===== src/rtl/cnn_pkg.sv =====
// Shared definitions for the CNN layer pipeline: sample width, default map size,
// the pooling FSM state type and a constant-evaluable clog2.
package cnn_pkg;

   localparam int CNN_DATA_W = 8;
   localparam int CNN_IMG_W  = 26;
   localparam int CNN_IMG_H  = 26;

   typedef enum logic [2:0] {
      IDLE  = 3'd0,
      READ  = 3'd1,
      DRAIN = 3'd2,
      OUT   = 3'd3,
      FIN   = 3'd4
   } pool_state_t;

   function automatic int clog2(input int value);
      int r;
      r = 0;
      while ((1 << r) < value) r++;
      return r;
   endfunction

endpackage


===== src/rtl/pool_addr_gen.sv =====
// Incremental read-address generator for max-pooling: walks j/i inside a window,
// then window column, window row and channel, using only adders.
module pool_addr_gen import cnn_pkg::*; #(
   parameter int IMG_W    = CNN_IMG_W,
   parameter int IMG_H    = CNN_IMG_H,
   parameter int POOL     = 2,
   parameter int CHANNELS = 1,
   parameter int ADDR_W   = 10,
   parameter int CH_W     = clog2(CHANNELS) + 1
) (
   input  logic              clk,
   input  logic              rst,
   input  logic              clr,
   input  logic              adv,
   output logic [ADDR_W-1:0] rd_addr,
   output logic [CH_W-1:0]   ch,
   output logic              first_in_win,
   output logic              last_in_win,
   output logic              last_all
);

   localparam int OW  = IMG_W / POOL;
   localparam int OH  = IMG_H / POOL;
   localparam int PW  = clog2(POOL) + 1;
   localparam int OWW = clog2(OW) + 1;
   localparam int OHW = clog2(OH) + 1;

   // Stepping from the last sample of a window row to the first of the next one.
   localparam logic [ADDR_W-1:0] ROW_STEP  = ADDR_W'(IMG_W - (POOL - 1));
   localparam logic [ADDR_W-1:0] WIN_STEP  = ADDR_W'(POOL);
   localparam logic [ADDR_W-1:0] BAND_STEP = ADDR_W'(POOL * IMG_W);
   localparam logic [ADDR_W-1:0] MAP_STEP  = ADDR_W'(IMG_W * IMG_H);

   logic [PW-1:0]     j_reg, i_reg;
   logic [OWW-1:0]    c_reg;
   logic [OHW-1:0]    r_reg;
   logic [CH_W-1:0]   ch_reg;
   logic [ADDR_W-1:0] win_base_reg, band_base_reg, map_base_reg;
   logic              j_last, i_last, c_last, r_last, ch_last;

   assign j_last  = (j_reg == PW'(POOL - 1));
   assign i_last  = (i_reg == PW'(POOL - 1));
   assign c_last  = (c_reg == OWW'(OW - 1));
   assign r_last  = (r_reg == OHW'(OH - 1));
   assign ch_last = (ch_reg == CH_W'(CHANNELS - 1));

   assign first_in_win = (j_reg == '0) && (i_reg == '0);
   assign last_in_win  = j_last && i_last;
   assign last_all     = last_in_win && c_last && r_last && ch_last;
   assign ch           = ch_reg;

   always_ff @(posedge clk or negedge rst) begin
      if (!rst) begin
         j_reg         <= '0;
         i_reg         <= '0;
         c_reg         <= '0;
         r_reg         <= '0;
         ch_reg        <= '0;
         win_base_reg  <= '0;
         band_base_reg <= '0;
         map_base_reg  <= '0;
         rd_addr       <= '0;
      end else if (clr) begin
         j_reg         <= '0;
         i_reg         <= '0;
         c_reg         <= '0;
         r_reg         <= '0;
         ch_reg        <= '0;
         win_base_reg  <= '0;
         band_base_reg <= '0;
         map_base_reg  <= '0;
         rd_addr       <= '0;
      end else if (adv) begin
         if (!j_last) begin
            j_reg   <= j_reg + PW'(1);
            rd_addr <= rd_addr + ADDR_W'(1);
         end else begin
            j_reg <= '0;
            if (!i_last) begin
               i_reg   <= i_reg + PW'(1);
               rd_addr <= rd_addr + ROW_STEP;
            end else begin
               i_reg <= '0;
               if (!c_last) begin
                  c_reg        <= c_reg + OWW'(1);
                  win_base_reg <= win_base_reg + WIN_STEP;
                  rd_addr      <= win_base_reg + WIN_STEP;
               end else begin
                  c_reg <= '0;
                  if (!r_last) begin
                     r_reg         <= r_reg + OHW'(1);
                     band_base_reg <= band_base_reg + BAND_STEP;
                     win_base_reg  <= band_base_reg + BAND_STEP;
                     rd_addr       <= band_base_reg + BAND_STEP;
                  end else begin
                     r_reg <= '0;
                     if (!ch_last) begin
                        ch_reg        <= ch_reg + CH_W'(1);
                        map_base_reg  <= map_base_reg + MAP_STEP;
                        band_base_reg <= map_base_reg + MAP_STEP;
                        win_base_reg  <= map_base_reg + MAP_STEP;
                        rd_addr       <= map_base_reg + MAP_STEP;
                     end else begin
                        // Whole run finished: park everything back at the origin.
                        ch_reg        <= '0;
                        map_base_reg  <= '0;
                        band_base_reg <= '0;
                        win_base_reg  <= '0;
                        rd_addr       <= '0;
                     end
                  end
               end
            end
         end
      end
   end

endmodule


===== src/rtl/pool_relu_layer.sv =====
// Max-pool + ReLU layer reading feature maps from RAM, one result per window.
// MAXPOOL_RELU_EN: when defined, negative window maxima are clamped to zero.
module pool_relu_layer import cnn_pkg::*; #(
   parameter int DATA_W   = CNN_DATA_W,
   parameter int IMG_W    = CNN_IMG_W,
   parameter int IMG_H    = CNN_IMG_H,
   parameter int POOL     = 2,
   parameter int CHANNELS = 1,
   parameter int ADDR_W   = 10
) (
   input  logic                       clk,
   input  logic                       rst,
   input  logic                       start,
   output logic                       rd_en,
   output logic [ADDR_W-1:0]          rd_addr,
   input  logic [DATA_W-1:0]          d_in,
   output logic [DATA_W-1:0]          d_out,
   output logic [clog2(CHANNELS):0]   d_out_ch,
   output logic                       d_out_valid,
   input  logic                       d_out_ready,
   output logic                       busy,
   output logic                       done
);

   localparam int CH_W = clog2(CHANNELS) + 1;

   pool_state_t       state_reg, state_next;
   logic              start_acc;
   logic              smp_vld_reg, smp_first_reg, last_win_reg;
   logic [DATA_W-1:0] acc_reg, win_max, pooled;
   logic [CH_W-1:0]   win_ch_reg, gen_ch;
   logic              gen_first, gen_last_in_win, gen_last_all;

   assign start_acc   = (state_reg == IDLE) && start;
   assign rd_en       = (state_reg == READ);
   assign d_out_valid = (state_reg == OUT);
   assign done        = (state_reg == FIN);
   assign busy        = (state_reg == READ) || (state_reg == DRAIN) || (state_reg == OUT);

   pool_addr_gen #(
      .IMG_W    (IMG_W),
      .IMG_H    (IMG_H),
      .POOL     (POOL),
      .CHANNELS (CHANNELS),
      .ADDR_W   (ADDR_W),
      .CH_W     (CH_W)
   ) u_addr_gen (
      .clk          (clk),
      .rst          (rst),
      .clr          (start_acc),
      .adv          (rd_en),
      .rd_addr      (rd_addr),
      .ch           (gen_ch),
      .first_in_win (gen_first),
      .last_in_win  (gen_last_in_win),
      .last_all     (gen_last_all)
   );

   always_comb begin
      state_next = state_reg;
      case (state_reg)
         IDLE:    if (start) state_next = READ;
         READ:    if (gen_last_in_win) state_next = DRAIN;
         DRAIN:   state_next = OUT;
         OUT:     if (d_out_ready) state_next = last_win_reg ? FIN : READ;
         FIN:     state_next = IDLE;
         default: state_next = IDLE;
      endcase
   end

   // Running signed maximum; the first sample of each window overrides the old value.
   assign win_max = (smp_first_reg || ($signed(d_in) > $signed(acc_reg))) ? d_in : acc_reg;

`ifdef MAXPOOL_RELU_EN
   assign pooled = win_max[DATA_W-1] ? '0 : win_max;
`else
   assign pooled = win_max;
`endif

   always_ff @(posedge clk or negedge rst) begin
      if (!rst) begin
         state_reg     <= IDLE;
         smp_vld_reg   <= 1'b0;
         smp_first_reg <= 1'b0;
         last_win_reg  <= 1'b0;
         win_ch_reg    <= '0;
         acc_reg       <= '0;
         d_out         <= '0;
         d_out_ch      <= '0;
      end else begin
         state_reg     <= state_next;
         smp_vld_reg   <= rd_en;
         smp_first_reg <= rd_en && gen_first;
         if (smp_vld_reg) acc_reg <= win_max;
         // The counters move on with the last read, so capture the window's identity here.
         if (rd_en && gen_last_in_win) begin
            last_win_reg <= gen_last_all;
            win_ch_reg   <= gen_ch;
         end
         if (state_reg == DRAIN) begin
            d_out    <= pooled;
            d_out_ch <= win_ch_reg;
         end
      end
   end

endmodule


===== config.mk =====
export PLATFORM = sky130hd
export DESIGN_NAME = pool_relu_layer
export DESIGN_NICKNAME = d
export VERILOG_FILES = /design/src/rtl/cnn_pkg.sv /design/src/rtl/pool_addr_gen.sv /design/src/rtl/pool_relu_layer.sv
export SDC_FILE = /design/constraint.sdc
export NUM_CORES = 1
export LEC_CHECK = 0
export CORE_MARGIN = 3
export CORE_UTILIZATION = 40
export CTS_CLUSTER_SIZE = 14
export DETAILED_ROUTE_END_ITERATION = 10
export GPL_TIMING_DRIVEN = 0
export MAX_ROUTING_LAYER = met4
export PLACE_DENSITY = 0.63
export SLEW_MARGIN = 0
export SYNTH_ARGS = -nofsm -noshare
export SYNTH_HDL_FRONTEND = slang
export SYNTH_SLANG_ARGS = --single-unit

===== constraint.sdc =====
create_clock -name clk -period 5.1 [get_ports clk]
set_clock_uncertainty 0.1 [all_clocks]
set_input_delay 1.02 -clock clk [delete_from_list [all_inputs] [get_ports clk]]
set_output_delay 1.02 -clock clk [all_outputs]
set_load 0.05 [all_outputs]

# After elaboration in Yosys (flattened, before gate mapping)
# Index checks and enable logic that the tools add are counted.
[totals] ff_bits=79 inputBits=12
[op_classes] n_addsub=10 magnitude_cmp=1 n_eq_ne=11 n_mux=53 bitwise=1 reduce_logical=24
[ops] operator="2-to-1 mux 10 bit" count=22
[ops] operator="2-to-1 mux 5 bit" count=11
[ops] operator="2-to-1 mux 2 bit" count=7
[ops] operator="2-to-1 mux 3 bit" count=4
[ops] operator="case mux 3 bit (4 select lines)" count=1
[ops] operator="adder 10 x 1 -> 10 bit, second input constant" count=1
[ops] operator="adder 10 bit, second input constant" count=1
[ops] operator="adder 10 x 2 -> 10 bit, second input constant" count=1
[ops] operator="adder 10 x 5 -> 10 bit, second input constant" count=1
[ops] operator="adder 10 x 6 -> 10 bit, second input constant" count=1
[ops] operator="adder 5 x 1 -> 5 bit, second input constant" count=2
[ops] operator="equality test 5 x 4 -> 1 bit, second input constant" count=2
[ops] operator="nonzero test 2 bit" count=5
[ops] operator="greater-than comparator 8 bit" count=1
[ops] operator="logical AND 1 bit" count=8
[ops] operator="2-to-1 mux 8 bit" count=1
[ops] operator="2-to-1 mux 1 bit" count=7
[ops] operator="equality test 3 x 2 -> 1 bit, second input constant" count=2
[ops] operator="AND reduction 3 bit" count=2
[ops] operator="AND reduction 5 bit" count=1
[ops] operator="adder 2 x 1 -> 2 bit, second input constant" count=2
[ops] operator="equality test 2 x 1 -> 1 bit, second input constant" count=2
[ops] operator="zero test 2 bit" count=2
[ops] operator="inequality test 2 x 1 -> 1 bit, second input constant" count=2
[ops] operator="other kinds (9)" count=11

# Logic depth before layout (Yosys ltp)
# Gate-level depths: netlist of the first run.
[depth] word_depth=8 ltp_mapped=9

# Hierarchy
# A second synthesis of the first run with hierarchy kept.
[unflattened] cells_unflattened=422 hier_area_um2=4132.7
[by_module_without_submodules] module="pool_addr_gen" n_inst=1 cells_per_inst=313 area_per_inst_um2=2834.0
[by_module_without_submodules] module="pool_relu_layer" n_inst=1 cells_per_inst=109 area_per_inst_um2=1298.7

# Worst setup path after synthesis of the first run
# OpenSTA, ideal clock, no wires.
[synth_path] kind="input-to-reg" startpoint="input d_in[6]" endpoint="register acc_reg[1]" setup_ns=0.125 t_arrival_ns=2.786 setup_slack_ns=2.089 stages=8 n_path_buf=2 cell_sequence="ha_1 > or4b_1 > o211a_1 > o32ai_1 > buf_6 > or2_4 > buf_12 > mux2_4"
[synth_via] elab_chain_len=3
[synth_rtl] item="from (decl)" line_no="pool_relu_layer.sv:16" rtl="input logic [DATA_W-1:0] d_in,"
[synth_rtl] item="greater-than comparator 8 bit" line_no="pool_relu_layer.sv:72" rtl="assign win_max = (smp_first_reg || ($signed(d_in) > $signed(acc_reg))) ? d_in : acc_reg;"
[synth_rtl] item="logical OR 1 bit" line_no="pool_relu_layer.sv:72"
[synth_rtl] item="2-to-1 mux 8 bit" line_no="pool_relu_layer.sv:72"
[synth_rtl] item="to (signal assigned)" line_no="pool_relu_layer.sv:94" rtl="if (smp_vld_reg) acc_reg <= win_max;"
[synth_rtl] item="to (decl)" line_no="pool_relu_layer.sv:30" rtl="logic [DATA_W-1:0] acc_reg, win_max, pooled;"
# No other way between the ends.
# A chain may end at the register's enable or synchronous reset.

# Final worst setup path of the first run
[layout_path] startpoint="register state_reg[2]" endpoint="output rd_en"
[layout_via] elab_chain_len=1
[layout_rtl] item="from (decl)" line_no="pool_relu_layer.sv:27" rtl="pool_state_t state_reg, state_next;"
[layout_rtl] item="from (signal assigned)" line_no="pool_relu_layer.sv:91" rtl="state_reg <= state_next;"
[layout_rtl] item="equality test 3 x 1 -> 1 bit" line_no="pool_relu_layer.sv:35" rtl="assign rd_en = (state_reg == READ);"
[layout_rtl] item="to (decl)" line_no="pool_relu_layer.sv:14" rtl="output logic rd_en,"
# No other way between the ends.

==> results.json, run 1 <==
{
  "antenna_left": 0,
  "timing.fmax_mhz": 264,
  "status": "finished, final reports clean",
  "synth_area_um2": 3870,
  "rsz0062_at_grt": "no",
  "cp_top_family": "buffers and inverters",
  "fin_crit_ns": 3.79,
  "synth_edf_count": 0,
  "hold_viol": 0,
  "vias": 3162,
  "reg2reg_from": "acc_reg[6]",
  "portBuffers": 33,
  "syn_inst": 411,
  "synth-main-ff-cell": "dfrtp_1",
  "required_ns": 3.98,
  "finalCritPeriodShare_pct": 74.3,
  "routed_wl_um": 8900,
  "path_buf_inv": 5,
  "clk_path_buf_depth": 2,
  "clk_latency_ns": 0.35,
  "drc_errors": 0,
  "cp_max_fo": 11,
  "grt_util_met2_pct": 27.7,
  "wl_per_cell_um": 15.1,
  "grt_max_degree": 67,
  "routabilityCongestion": 0.834,
  "grt-busiest-layer": "met2",
  "max-cap-violations": 0,
  "cp-start-kind": "flop",
  "via_per_inst": 5.37,
  "r2r-end": "acc_reg[1]",
  "crit_arrival_ns": 2.67,
  "swShare_pct": 44.0,
  "criticalPathCategory": "flop to output pin",
  "cts_resized": 0,
  "yosys_warnings": 0,
  "ys_ff_latch": 66,
  "first_pass_iters": 4,
  "drive_above_1_share_pct": 9.57,
  "nNetsFinal": 482,
  "ios": 35,
  "tns_ns": 0,
  "htree_levels": 3,
  "r2r_cells": 9,
  "worstMarginPinSlew_ns": 0.856,
  "clk_pin_slew_ns": 0.07,
  "async_reset_ff_share_pct": 100,
  "rows": 35,
  "grt_use_met3_pct": 2.98,
  "setup_violations": 0,
  "finalMaxSlewViolations": 0,
  "die-area_um2": 10900,
  "numCtsBuffers": 9,
  "syn2layout_area_growth_pct": 18.5,
  "cts_root_buf": "clkbuf_8",
  "path_cells": "clkbuf_1 > or3b_1 > buf_4 > inv_2 > buf_4 > clkdlybuf4s50_1",
  "max-slew-margin-rel_pct": 42.9,
  "hpwlAfterDp_um": 6490,
  "cts_tree": "done",
  "met1_usage_pct": 23.5,
  "rrSetupSlack_ns": 2.57,
  "p_total_w": 0.00274,
  "hold_buffers": 0,
  "drt_iter0_drc": 192,
  "p_seq_share_pct": 29.7,
  "cts_setup_buffers": 0,
  "hold_depth": 2,
  "ir_drop_mv": 0.261,
  "end_kind": "output pin",
  "internal_power_w": 0.00154,
  "switching_power_w": 0.00121,
  "numClockSinks": 66,
  "min_from": "u_addr_gen.band_base_reg[0]",
  "die_w_um": 104,
  "initial_utilization_pct": 41.5,
  "fillers": 889,
  "combPwrFrac_pct": 51.8,
  "p_leak_nw": 2.00,
  "n_antenna_cell": 0,
  "grt_pass1_vias": 3105,
  "die_h_um": 104,
  "clockPowerShare_pct": 18.5,
  "synth_area_per_cell_um2": 9.43,
  "grt.total_usage_pct": 17.7,
  "hp-class": "flop to flop",
  "critPathSlowestCell": "clkdlybuf4s50_1",
  "grt_pass1_wl_um": 15400,
  "cpPeakStageDelay_ns": 0.83,
  "timing.hold.ws_ns": 0.402,
  "synth_nets": 438,
  "holdPathEnd": "u_addr_gen.band_base_reg[0]",
  "p_per_area_nw_per_um2": 598,
  "critPathMostFrequentCell": "buf_4",
  "antenna_found_initial": 0,
  "core_um2": 9330,
  "yosysSeqAreaShare_pct": 42.6,
  "overflow": 0,
  "ys_types": 63
}
[worst max path at each step]
stage,start,endpoint,slack (ns),cells past startpoint
4_1_cts,state_reg[2],rd_en,1.29,6
3_5_place_dp,d_in[6],acc_reg[6],1.47,9
5_1_grt,state_reg[2],rd_en,1.21,6
2_1_floorplan,d_in[6],acc_reg[1],2.09,8
3_3_place_gp,rst,state_reg[1],0.58,1
6_report,state_reg[2],rd_en,1.31,6
[cells by family after synthesis]
| family | synth area share [%] |
|---|---|
| and+or+nand+nor | 18.9 |
| AOI/OAI and AO/OA | 18.1 |
| DFF | 42.6 |
| buffers and inverters | 4.94 |
| xor gates and xnor gates | 4.97 |
| muxes | 5.59 |
| adders and majority gates | 4.84 |
| other | 0.0968 |
[cell usage in the layout (no fill, tap or decap), types with 3 or more instances in the layout]
| cell | n |
|---|---|
| dfrtp_1 | 66 |
| o22ai_1 | 6 |
| buf_4 | 4 |
| ha_1 | 15 |
| nand2_1 | 40 |
| nor3_1 | 7 |
| mux2_4 | 7 |
| o31ai_1 | 4 |
| nand3_1 | 11 |
| and2_1 | 4 |
| a32o_1 | 3 |
| clkbuf_1 | 8 |
| inv_1 | 20 |
| o211a_1 | 3 |
| a21oi_1 | 20 |
| o221ai_1 | 4 |
| mux2i_1 | 10 |
| o21ai_0 | 32 |
| a211oi_1 | 4 |
| a22o_1 | 6 |
| nand2b_1 | 6 |
| nor2_1 | 42 |
| o211ai_1 | 4 |
| buf_2 | 5 |
| nor4_1 | 4 |
| xor2_1 | 17 |
| clkbuf_8 | 10 |
| nand4_1 | 10 |
| clkdlybuf4s50_1 | 32 |
| xnor2_1 | 5 |
[area by class of cell]
cell class,count,area [um2],share of cell area [%]
flip-flops and latches,66,1650,36.0
plain buffers,19,113,2.45
clock buffers,10,138,3.00
multi-input cells,305,2030,44.3
inverters,21,78.8,1.72
clock inverters,6,90.1,1.96
well taps,129,161,3.51
repair buffers,33,328,7.14
[cells in the mapped netlist (5+ instances only)]
library cell,n,area share [%]
mux2_4,7,2.7
mux2i_1,10,2.6
o22ai_1,6,0.97
xor2_1,17,3.8
nand2_1,40,3.9
inv_1,20,1.9
nand3_1,11,1.4
nand2b_1,6,0.97
o21ai_0,32,4.1
ha_1,15,4.8
nor3_1,7,0.90
buf_2,5,0.65
clkbuf_1,8,0.77
dfrtp_1,66,43
a22o_1,6,1.4
nor2_1,42,4.1
nand4_1,10,1.6
xnor2_1,5,1.1
a21oi_1,20,2.6
[worst reg2reg max path: cells and delay by family, from the launching register on]
kind / cells / cell delay, ns
AND/OR/NAND/NOR: 2 / 0.68
multiplexers: 1 / 0.30
flip-flops: 1 / 0.37
AO/OA/AOI/OAI: 2 / 0.31
buffers and inverters: 3 / 0.39
adder cells (fa/ha/maj): 1 / 0.28
[power by group through the flow]
stage	clock [W]	combinational, W	sequential [W]
floorplan	0	0.000846	0.00101
global placement	0	0.00140	0.000821
detailed placement	0	0.00143	0.000825
CTS	0.000517	0.00144	0.000815
global route	0.000538	0.00155	0.000843
finish	0.000508	0.00142	0.000815
[layer usage]
layer / up-vias / routed length [um]
li1: 1567 / -
met1: 1545 / 4290
met2: 42 / 4240
met3: 8 / 293
met4: 0 / 78
met5: - / 0
[stage by stage]
stage                     utilization, %  setup WS (ns)  instances  area (um2)
after global routing                49.2           1.21        589        4590
after floorplan                        -           2.09        411        3870
after CTS                           49.2           1.29        589        4590
final                               49.2           1.31        589        4590
after detailed placement            46.8           1.47        573        4360
after global placement              46.8          0.579        573        4370
(Power assumes the default switching activity.)
==> inputs of run 2 (changes only) <==
- PLACE_DENSITY: 0.63 -> 0.65
- clock period: 5.1 -> 3.48 ns (I/O delays scaled with it)
==> run 2 against run 1 <==
  * Critical endpoint unchanged
  * Global-route usage up 0.99 points
  * Non-clock buffer count unchanged
  * Die area unchanged
  * Critical path type unchanged
  * Sequential power up 47%
==> results.json, run 2 (synthesized netlist as in run 1, its figures left out) <==
{
  "max-cap-violations": 0,
  "syn2layout_area_growth_pct": 19.0,
  "grt_pass1_wl_um": 16100,
  "hp-class": "primary input to async pin",
  "first_pass_iters": 7,
  "htree_levels": 3,
  "required_ns": 2.68,
  "numCtsBuffers": 9,
  "crit_arrival_ns": 2.40,
  "utilization_pct": 49.4,
  "clk_pin_slew_ns": 0.09,
  "timing.hold.ws_ns": 0.330,
  "reg2reg_from": "acc_reg[6]",
  "drc_errors": 0,
  "wl_per_cell_um": 15.8,
  "end_kind": "output pin",
  "r2r_cells": 9,
  "final_common_cell": "dfrtp_1",
  "hold_viol": 0,
  "cts_tree": "done",
  "drt_iter0_drc": 212,
  "p_leak_nw": 2.01,
  "p_total_w": 0.00412,
  "layout_setup_ws_ns": 0.281,
  "core_um2": 9330,
  "routed_wl_um": 9290,
  "rrSetupSlack_ns": 0.93,
  "grt.total_usage_pct": 18.7,
  "criticalPathCategory": "flop to output pin",
  "nNetsFinal": 482,
  "die_h_um": 104,
  "cp_max_fo": 11,
  "via_per_inst": 5.52,
  "vias": 3250,
  "finalCritPeriodShare_pct": 91.9,
  "die-area_um2": 10900,
  "ios": 35,
  "clk_path_buf_depth": 2,
  "overflow": 0,
  "cp-start-kind": "flop",
  "rows": 35,
  "drive_above_1_share_pct": 9.57,
  "r2r-end": "acc_reg[2]",
  "grt_pass1_vias": 3188,
  "antenna_found_initial": 0,
  "portBuffers": 33,
  "rsz0062_at_grt": "no",
  "die_w_um": 104,
  "routabilityCongestion": 0.823,
  "setup_violations": 0,
  "status": "finished, final reports clean",
  "p_per_area_nw_per_um2": 893,
  "final_cell_mix": "dfrtp_1, nor2_1, nand2_1, o21ai_0, clkdlybuf4s50_1",
  "fillers": 897,
  "fin_crit_ns": 3.20,
  "finalMaxSlewViolations": 0,
  "numClockSinks": 66,
  "n_antenna_cell": 0,
  "max-slew-margin-rel_pct": 43.9,
  "tns_ns": 0,
  "initial_utilization_pct": 41.5,
  "antenna_left": 0,
  "timing.fmax_mhz": 313,
  "grt_max_degree": 67,
  "cts_root_buf": "clkbuf_8",
  "worstMarginPinSlew_ns": 0.841,
  "ir_drop_mv": 0.404,
  "clk_latency_ns": 0.36,
  "hold_buffers": 0,
  "pre_cts_ws_ns": 0.170,
  "hpwlAfterDp_um": 6430
}
## run 2: layer usage
metal | share of wire, % | vias to the layer above | track usage (%)
met5 | 0 | - | -
met4 | 1.1 | 0 | 4.84
met3 | 5.3 | 9 | 4.47
met2 | 48 | 75 | 29.3
met1 | 46 | 1599 | 24.3
li1 | - | 1567 | -
## run 2: critical path: stages (launching register included)
cell	delay, ns
dfrtp_1	0.36
clkbuf_1	0.17
or3b_1	0.46
buf_4	0.22
inv_2	0.10
buf_4	0.19
dlygate4sd2_1	0.54
## run 2: repair_timing
| item | CTS | global route |
|---|---|---|
| setup buffers | 0 | 0 |
| gates resized for setup | 1 | 0 |
| setup endpoints to repair | 1 | 0 |
## run 2: area by class of cell
class                           instances  area (um2)  area share (%)
Tap cell                              129         161            3.50
Buffer                                 19         113            2.44
Clock buffer                            9         124            2.69
Multi-Input combinational cell        305        2030            44.1
Inverter                               21        78.8            1.71
Timing Repair Buffer                   33         327            7.08
Sequential cell                        66        1650            35.8
Clock inverter                          7         125            2.71
## run 2: per-stage QoR
step | area [um2] | instances
after global placement | 4370 | 573
after CTS | 4610 | 589
after detailed placement | 4360 | 573
final | 4610 | 589
after global routing | 4610 | 589
after floorplan | 3870 | 411
## run 2: how the worst max path moves through the flow
stage                             from                     endpoint  slack (ns)  cells after the start
final                     state_reg[2]                        rd_en        0.28                      6
after CTS                 state_reg[2]                        rd_en        0.25                      6
after detailed placement       d_in[6]                   acc_reg[2]        0.17                      9
after global routing      state_reg[2]                        rd_en        0.18                      6
after global placement             rst  u_addr_gen.band_base_reg[7]       -0.73                      1
after floorplan                d_in[6]                   acc_reg[1]        0.79                      8
## run 2: power by group
part	switching [W]	internal, W	leakage [nW]
combinational	0.00125	0.000838	1.04
sequential	0.000216	0.000984	0.846
clock	0.000343	0.000482	0.124
total	0.00181	0.00230	2.01
==> inputs of run 3 (changes only) <==
- SYNTH_HIERARCHICAL: not set -> 1
==> run 3 against run 2 <==
  * Hold slack gained 0.023 ns
  * Die area up 6.3%
  * Setup slack improved by 0.081 ns
  * Sequential cell count grew 2
==> results.json, run 3 <==
{
  "status": "finished, final reports clean",
  "tns_ns": 0,
  "finalCritPeriodShare_pct": 89.6,
  "rrSetupSlack_ns": 0.60,
  "end_kind": "flop",
  "rows": 36,
  "synth_area_um2": 4130,
  "netlist.top_cell.by_area": "dfrtp_1",
  "cts_tree": "done",
  "ir_drop_mv": 0.433,
  "clk_path_buf_depth": 2,
  "setup.worst_path.end": "u_addr_gen/c_reg[4]",
  "worstMarginPinSlew_ns": 1.12,
  "numClockSinks": 68,
  "initial_utilization_pct": 41.7,
  "utilization_pct": 49.3,
  "p_total_w": 0.00419,
  "overflow": 0,
  "via_per_inst": 5.56,
  "hpwlAfterDp_um": 6850,
  "p_per_area_nw_per_um2": 858,
  "finalMaxSlewViolations": 0,
  "setup_violations": 0,
  "core_um2": 9910,
  "die-area_um2": 11600,
  "crit_arrival_ns": 3.26,
  "synth_most_common_cell": "dfrtp_1",
  "cp.depth": 7,
  "ys_types": 72,
  "layout_setup_ws_ns": 0.362,
  "r2r_cells": 7,
  "cp-start-kind": "primary input",
  "synth_area_per_cell_um2": 9.79,
  "grt.total_usage_pct": 18.1,
  "ios": 35,
  "fin_crit_ns": 3.12,
  "die_w_um": 108,
  "clk_pin_slew_ns": 0.07,
  "r2r-end": "u_addr_gen/c_reg[4]",
  "htree_levels": 3,
  "rsz0062_at_grt": "no",
  "syn2layout_area_growth_pct": 18.1,
  "synth_compound_area_share_pct": 19.6,
  "yosysSeqAreaShare_pct": 41.2,
  "clk_latency_ns": 0.34,
  "p_leak_nw": 2.09,
  "muxShareOfSynthArea_pct": 6.99,
  "hp-class": "primary input to async pin",
  "max-slew-margin-rel_pct": 24.1,
  "required_ns": 3.62,
  "instances_no_fill": 605,
  "grt_max_degree": 69,
  "grt_pass1_vias": 3260,
  "placed_cells": 589,
  "synth_simple_gate_area_share_pct": 19.2,
  "critPathSlowestCell": "nor4b_1",
  "nNetsFinal": 494,
  "grt_pass1_wl_um": 16300,
  "synth_edf_count": 0,
  "n_antenna_cell": 0,
  "pre_cts_ws_ns": 0.0535,
  "synth_top_family_by_area": "compound AO/OA/AOI/OAI gates",
  "synth_nets": 449,
  "antenna_found_initial": 0,
  "vias": 3366,
  "reg2reg_from": "state_reg[1]",
  "synth-main-ff-cell": "dfrtp_1",
  "synth-adder-area-share_pct": 4.54,
  "ys_top_cells_by_area": "dfrtp_1, ha_1, mux2i_1, o21ai_0, nor2_1",
  "hold_buffers": 0,
  "fillers": 954,
  "cts_root_buf": "clkbuf_8",
  "final_cell_mix": "dfrtp_1, nor2_1, clkdlybuf4s50_1, nand2_1, o21ai_0",
  "numCtsBuffers": 9,
  "routabilityCongestion": 0.852,
  "path_cells": "clkdlybuf4s50_1 > nor4b_1 > clkbuf_1 > a21o_1 > nand4_1 > xor2_1 > nor2_1",
  "max-cap-violations": 0,
  "final_common_cell": "dfrtp_1",
  "antenna_left": 0,
  "ys_ff_latch": 68,
  "die_h_um": 108,
  "async_reset_ff_share_pct": 100,
  "first_pass_iters": 5,
  "syn_inst": 422,
  "routed_wl_um": 9480,
  "cpPeakStageDelay_ns": 0.90,
  "cp_max_fo": 10,
  "drt_iter0_drc": 234,
  "path_buf_inv": 2,
  "wl_per_cell_um": 15.7,
  "portBuffers": 34,
  "drc_errors": 0,
  "criticalPathCategory": "primary input to flop",
  "yosysTopAreaCellShare_pct": 41.2,
  "yosys_warnings": 6,
  "synth_common_cells": "dfrtp_1, nor2_1, nand2_1, o21ai_0, inv_1",
  "cp_top_family": "simple AND/OR/NAND/NOR gates",
  "timing.fmax_mhz": 321,
  "drive_above_1_share_pct": 13.8,
  "synth_xor_xnor_area_share_pct": 4.24,
  "startpoint": "start",
  "hold_viol": 0
}
run 3: cell count changes after synthesis, sizes merged, moves of 4 or more:
| cell | previous run | this run |
|---|---|---|
| a211oi | 4 | 9 |
| a22o | 6 | 12 |
| and3 | 2 | 9 |
| clkbuf | 8 | 4 |
| mux2 | 8 | 12 |
| mux2i | 10 | 15 |
| nand2 | 40 | 34 |
| nand4 | 11 | 7 |
| nor2 | 43 | 34 |
| nor3b | 0 | 7 |
| xnor2 | 5 | 10 |
| xor2 | 17 | 10 |
run 3: stage by stage:
stage               instance area (um2)  hold WS [ns]
floorplan                          4130         0.300
global placement                   4640         0.381
detailed placement                 4640         0.391
CTS                                4880         0.392
global route                       4880         0.422
finish                             4880         0.353
run 3: worst min-delay path by stage:
stage,from,to,cells after the start
after floorplan,rst,acc_reg[0],0
after global placement,u_addr_gen/r_reg[4],u_addr_gen/r_reg[4],1
after detailed placement,win_ch_reg,d_out_ch,1
after CTS,rst,acc_reg[7],1
after global routing,rst,d_out[0],1
final,rst,d_out[0],1
run 3: metal layers:
layer,up-vias,GRT usage [%],part of all wire [%]
li1,1642,-,-
met1,1631,24.6,47
met2,85,28.0,47
met3,8,3.18,5.0
met4,0,5.23,1.0
met5,-,-,0
run 3: cell type report:
cell class              instances  area, um2  area share [%]
repair buffers                 34        338            6.92
clock inverters                 7        115            2.36
clock buffers                   9        124            2.54
well taps                     133        166            3.41
multi-input cells             317       2260            46.3
plain buffers                  17       98.8            2.03
inverters                      20       75.1            1.54
flip-flops and latches         68       1700            34.9
run 3: cell families (layout without fill, tap and decap cells):
| kind of cell | count (synthesis) | in the layout |
|---|---|---|
| AO/OA/AOI/OAI | 110 | 110 |
| XOR/XNOR | 20 | 20 |
| adder cells (fa/ha/maj) | 15 | 15 |
| buffers and inverters | 37 | 87 |
| flip-flops | 68 | 68 |
| multiplexers | 27 | 27 |
| other | 1 | 1 |
| AND/OR/NAND/NOR | 144 | 144 |
run 3: timing repair:
item / 4_1_cts / 5_1_grt
gates resized for setup: 1 / 0
hold endpoints to repair: 0 / 0
endpoints found under the setup margin: 1 / 0
setup buffers: 0 / 0
run 3: worst register-to-register path, cell delays in order, from the launching register on:
cell      delay (ns)
dfrtp_1         0.37
buf_2           0.17
nor4b_1         0.97
clkbuf_1        0.52
a21o_1          0.26
nand4_1         0.16
xor2_1          0.18
nor2_1          0.05
run 3: where the power goes:
part / internal, W / total (W) / leakage [nW] / switching (W)
clock network: 0.000473 / 0.000782 / 0.115 / 0.000309
registers: 0.00103 / 0.00125 / 0.874 / 0.000217
logic: 0.000839 / 0.00216 / 1.10 / 0.00132
